`src/rtl/riscv_core_dcache_writeback_buffer_pkg.sv`:
```
// Shared dcache definitions: AXI encodings, line geometry and the writeback FSM state type.
package riscv_core_dcache_writeback_buffer_pkg;

    localparam int unsigned DCACHE_LINE_OFFSET = 5;
    localparam int unsigned DCACHE_BLOCK_WIDTH = 256;

    localparam logic [1:0] BURST_INCR  = 2'b01;
    localparam logic [1:0] RESP_OKAY   = 2'b00;
    localparam logic [1:0] RESP_SLVERR = 2'b10;
    localparam logic [1:0] RESP_DECERR = 2'b11;

    typedef enum logic [1:0] {
        IDLE,
        ADDR,
        DATA,
        RESP
    } wb_state_t;

    function automatic logic resp_is_error(input logic [1:0] resp);
        return (resp == RESP_SLVERR) || (resp == RESP_DECERR);
    endfunction

endpackage

```
`src/rtl/riscv_core_dcache_writeback_buffer.sv`:
```
// Single-entry dirty-line writeback buffer: issues one held cache line as an AXI4 INCR write burst.
module riscv_core_dcache_writeback_buffer
    import riscv_core_dcache_writeback_buffer_pkg::*;
#(
    parameter int unsigned ADDR_WIDTH    = 64,
    parameter int unsigned BLOCK_WIDTH   = DCACHE_BLOCK_WIDTH,
    parameter int unsigned AXI_BUS_WIDTH = 64,
    parameter int unsigned LINE_OFFSET   = DCACHE_LINE_OFFSET
) (
    input  logic                       i_clk,
    input  logic                       i_rst,
    input  logic                       i_wb_valid,
    output logic                       o_wb_ready,
    input  logic [ADDR_WIDTH-1:0]      i_wb_addr,
    input  logic [BLOCK_WIDTH-1:0]     i_wb_block,
    input  logic [ADDR_WIDTH-1:0]      i_lookup_addr,
    output logic                       o_lookup_hit,
    output logic                       o_wb_error,
    output logic                       o_awvalid,
    input  logic                       i_awready,
    output logic [ADDR_WIDTH-1:0]      o_awaddr,
    output logic [7:0]                 o_awlen,
    output logic [2:0]                 o_awsize,
    output logic [1:0]                 o_awburst,
    output logic                       o_wvalid,
    input  logic                       i_wready,
    output logic [AXI_BUS_WIDTH-1:0]   o_wdata,
    output logic [AXI_BUS_WIDTH/8-1:0] o_wstrb,
    output logic                       o_wlast,
    input  logic                       i_bvalid,
    output logic                       o_bready,
    input  logic [1:0]                 i_bresp
);

    localparam int unsigned BEATS  = BLOCK_WIDTH / AXI_BUS_WIDTH;
    localparam int unsigned BEAT_W = (BEATS > 1) ? $clog2(BEATS) : 1;
    localparam logic [ADDR_WIDTH-1:0] LINE_MASK = {ADDR_WIDTH{1'b1}} << LINE_OFFSET;

    wb_state_t               r_state;
    wb_state_t               w_next;
    logic [BEAT_W-1:0]       r_beat;
    logic [ADDR_WIDTH-1:0]   r_addr;
    logic [BLOCK_WIDTH-1:0]  r_block;
    logic                    r_err;
    logic                    w_last_beat;

    assign w_last_beat = (r_beat == BEAT_W'(BEATS - 1));

    always_ff @(posedge i_clk) begin
        if (i_rst) begin
            r_state <= IDLE;
            r_beat  <= '0;
            r_addr  <= '0;
            r_block <= '0;
            r_err   <= 1'b0;
        end else begin
            r_state <= w_next;
            r_err   <= (r_state == RESP) && i_bvalid && resp_is_error(i_bresp);
            case (r_state)
                IDLE: if (i_wb_valid) begin
                    r_addr  <= i_wb_addr & LINE_MASK;
                    r_block <= i_wb_block;
                end
                ADDR: if (i_awready) r_beat <= '0;
                DATA: if (i_wready) r_beat <= r_beat + BEAT_W'(1);
                default: ;
            endcase
        end
    end

    // Payload fields are only driven in their own phase so idle outputs read as zero.
    always_comb begin
        w_next     = r_state;
        o_wb_ready = 1'b0;
        o_awvalid  = 1'b0;
        o_awaddr   = '0;
        o_awlen    = '0;
        o_awsize   = '0;
        o_awburst  = '0;
        o_wvalid   = 1'b0;
        o_wdata    = '0;
        o_wstrb    = '0;
        o_wlast    = 1'b0;
        o_bready   = 1'b0;
        case (r_state)
            IDLE: begin
                o_wb_ready = 1'b1;
                if (i_wb_valid) w_next = ADDR;
            end
            ADDR: begin
                o_awvalid = 1'b1;
                o_awaddr  = r_addr;
                o_awlen   = 8'(BEATS - 1);
                o_awsize  = 3'($clog2(AXI_BUS_WIDTH / 8));
                o_awburst = BURST_INCR;
                if (i_awready) w_next = DATA;
            end
            DATA: begin
                o_wvalid = 1'b1;
                o_wdata  = r_block[r_beat*AXI_BUS_WIDTH +: AXI_BUS_WIDTH];
                o_wstrb  = '1;
                o_wlast  = w_last_beat;
                if (i_wready && w_last_beat) w_next = RESP;
            end
            RESP: begin
                o_bready = 1'b1;
                if (i_bvalid) w_next = IDLE;
            end
            default: w_next = IDLE;
        endcase
    end

    assign o_wb_error   = r_err;
    assign o_lookup_hit = (r_state != IDLE) && ((i_lookup_addr & LINE_MASK) == r_addr);

endmodule
```
`config.mk`:
```
export PLATFORM = sky130hd
export DESIGN_NAME = riscv_core_dcache_writeback_buffer
export DESIGN_NICKNAME = d
export VERILOG_FILES = /design/src/rtl/riscv_core_dcache_writeback_buffer_pkg.sv /design/src/rtl/riscv_core_dcache_writeback_buffer.sv
export SDC_FILE = /design/constraint.sdc
export NUM_CORES = 1
export LEC_CHECK = 0
export ABC_AREA = 1
export CORE_AREA = 2 2 212 214
export DETAILED_ROUTE_END_ITERATION = 8
export DIE_AREA = 0 0 214 216
export MAX_ROUTING_LAYER = met4
export REMOVE_ABC_BUFFERS = 1
export SYNTH_ARGS = -nofsm -noshare
export SYNTH_HDL_FRONTEND = slang
export SYNTH_SLANG_ARGS = --single-unit
```
`constraint.sdc`:
```
create_clock -name i_clk -period 4.14 [get_ports i_clk]
set_input_delay 0.621 -clock i_clk [delete_from_list [all_inputs] [get_ports i_clk]]
set_output_delay 0.621 -clock i_clk [all_outputs]
set_load 0.01 [all_outputs]
```
==> flow_summary.toml <==
[logic_synthesis]
synth_most_common_cell = "nor2_1"
synth_top_area_cell = "dfxtp_1"
synth_seq_cells = 320
synth-edff-count = 0
synth_area_sq_um = 14900
syn_inst = 2280
yosysSeqAreaShare_pct = 43.1
syn_area_per_cell_sq_um = 6.53
synth_ff_type = "dfxtp_1"
synth_commonest_cells = "nor2_1 (851), o21ai_0 (447), dfxtp_1 (320)"
synth_top_cell_area_share_pct = 43.1
ys_types = 23
async_flop_share_pct = 0
ys_warn_count = 0
synth.area.top_cells = "dfxtp_1 (43%), nor2_1 (21%), o21ai_0 (15%)"

[clocking]
cts_htree_levels = 2
cts_tree = "yes"
post_cts_buffers = 0
cts_root_buffer = "clkbuf_16"
worstSkewPairLatency_ns = 0.56
numCtsBuffers = 38
cts_buffer_depth = 3
cts_sinks = 320
post_cts_resized = 0
hold_buffers = 0
path_clk_slew_ns = 0.05

[drt]
drtAntennaViolNets = 0
vias = 15600
wire_per_inst_microns = 16.2
first_iter_violations = 1024
first_pass_iters = 5
wirelength_mm = 53.9
drc = 0
vias_per_cell = 4.71

[sta]
fin_crit_sh_pct = 86.1
hold_ws_ns = 0.475
worst_pin_slew_ns = 0.990
maxSlewViolCount = 0
finalWorstSetupSlack_ns = 0.574
hold_viol = 0
relSlewSlack_pct = 34.0
min_period_ns = 3.57
rsz0062_at_grt = "false"
clock.fmax_mhz = 280
finalSetupViolations = 0
fin_skew_ns = 0.0161

[grt]
antenna_found_initial = 13
grt_pass1_vias = 14900
track_usage_pct = 23.2
grt_max_degree = 211
grtUsageMet1_pct = 28.7
met3_usage_pct = 4.37
grt_use_met2_pct = 37.4
top_usage_layer = "met2"
grt-ovfl-total = 0
grt_first_pass_wirelength_mm = 83.2

[outcome]
status = "completed"

[floorplanning]
initial_core_util_pct = 33.9
die_w_microns = 214
core_area_sq_um = 43800
row_count = 77
boundaryPins = 548
die_h_microns = 216
die-area_sq_um = 46200

[worst_setup_path]
cp-start-kind = "flop"
r2r_setup_slack_ns = 1.65
arrival_ns = 2.95
path_class = "reg -> out"
worstPathRequired_ns = 3.52
end_kind = "output port"
cp_max_fo = 40

[power_and_ir_drop]
vdd_drop_max_uv = 360
p_per_area_nw_per_um2 = 561
p_leak_nw = 8.84

[worst_hold_path]
hp-class = "reg -> reg"

[placement]
io_buffers = 523
place_congestion = 0.945
pre_cts_slack_ns = 1.07
hpwlAfterDp_mm = 36.1

[flow_run]
maxCapViolations = 0

[final_layout]
drive_gt1_share_pct = 3.31
final_nets = 3088
syn2layout_area_growth_pct = 44.6
postLayoutCoreUtil_pct = 49.1
==> layer usage <==
metal / vias to the layer above / part of all wire [%]
li1: 7949 / -
met3: 80 / 5.7
met1: 7175 / 44
met4: 0 / 3.0
met2: 431 / 47
met5: - / 0
==> worst max-delay path, cell delays in order (launching register included) <==
cell and delay [ns]:
dfxtp_4 0.68, buf_4 0.55, nor2_1 0.10, nor2_1 0.09, o21ai_0 0.13, a21oi_1 0.18
clkdlybuf4s50_1 0.61
==> where the power goes <==
part / internal (mW) / leakage (nW) / switching (mW) / total [mW]
sequential: 3.90 / 2.65 / 0.469 / 4.37
combinational: 1.79 / 5.59 / 2.59 / 4.38
clock: 1.97 / 0.604 / 1.35 / 3.32
==> stage by stage <==
stage               instances  cell area, sq um  power, mW  setup TNS [ns]
floorplan                2106             14000       7.06         -688.82
global placement         3243             20300       8.74               0
detailed placement       3243             20300       8.83               0
CTS                      3307             21500       12.2               0
global route             3320             21500       13.0               0
finish                   3321             21500       12.1               0
==> sequential cells by signal (all words and copies together), names as in the netlist <==
register    cells
r_beat          2
r_state         2
r_addr         59
r_block       256
o_wb_error      1
==> final cells by class <==
class,instances,area (sq um)
tap,592,741
antenna,14,35.0
sequential,320,6410
clock buffer,53,1100
multi-input combinational,1634,7030
inverter,152,586
fill,4472,22300
timing repair buffer,545,5490
clock inverter,11,126
==> kinds of logic after synthesis <==
family	count (synthesis)	synth area share, %
other cells	1	0.0252
xor+xnor	25	1.47
flops	320	43.1
fa+ha+maj	5	0.420
simple gates	1043	26.5
compound gates	548	18.4
buf+inv	338	10.1
==> path summary, 6_finish.rpt <==
check | startpoint | end | cells past startpoint
hold / removal | r_block[207]$_SDFFE_PP0P_ | r_block[207]$_SDFFE_PP0P_ | 2
hold reg to reg | r_block[207]$_SDFFE_PP0P_ | r_block[207]$_SDFFE_PP0P_ | 2
setup reg to reg | r_state[1]$_SDFFE_PP0P_ | r_addr[49]$_SDFFE_PP0P_ | 7
setup / recovery | r_beat[0]$_SDFFE_PP0P_ | o_wdata[62] | 6
==> layout by cell type, fill, tap and decap left out, types with 14 or more instances in the layout <==
cell type / count
buf_4: 15
o21ai_0: 447
nor2_1: 851
diode_2: 14
inv_1: 147
a21oi_1: 99
dfxtp_1: 318
clkbuf_16: 38
xnor2_1: 24
nand2_1: 180
clkdlybuf4s50_1: 523
No activity file was read; power rests on OpenSTA's default activity.
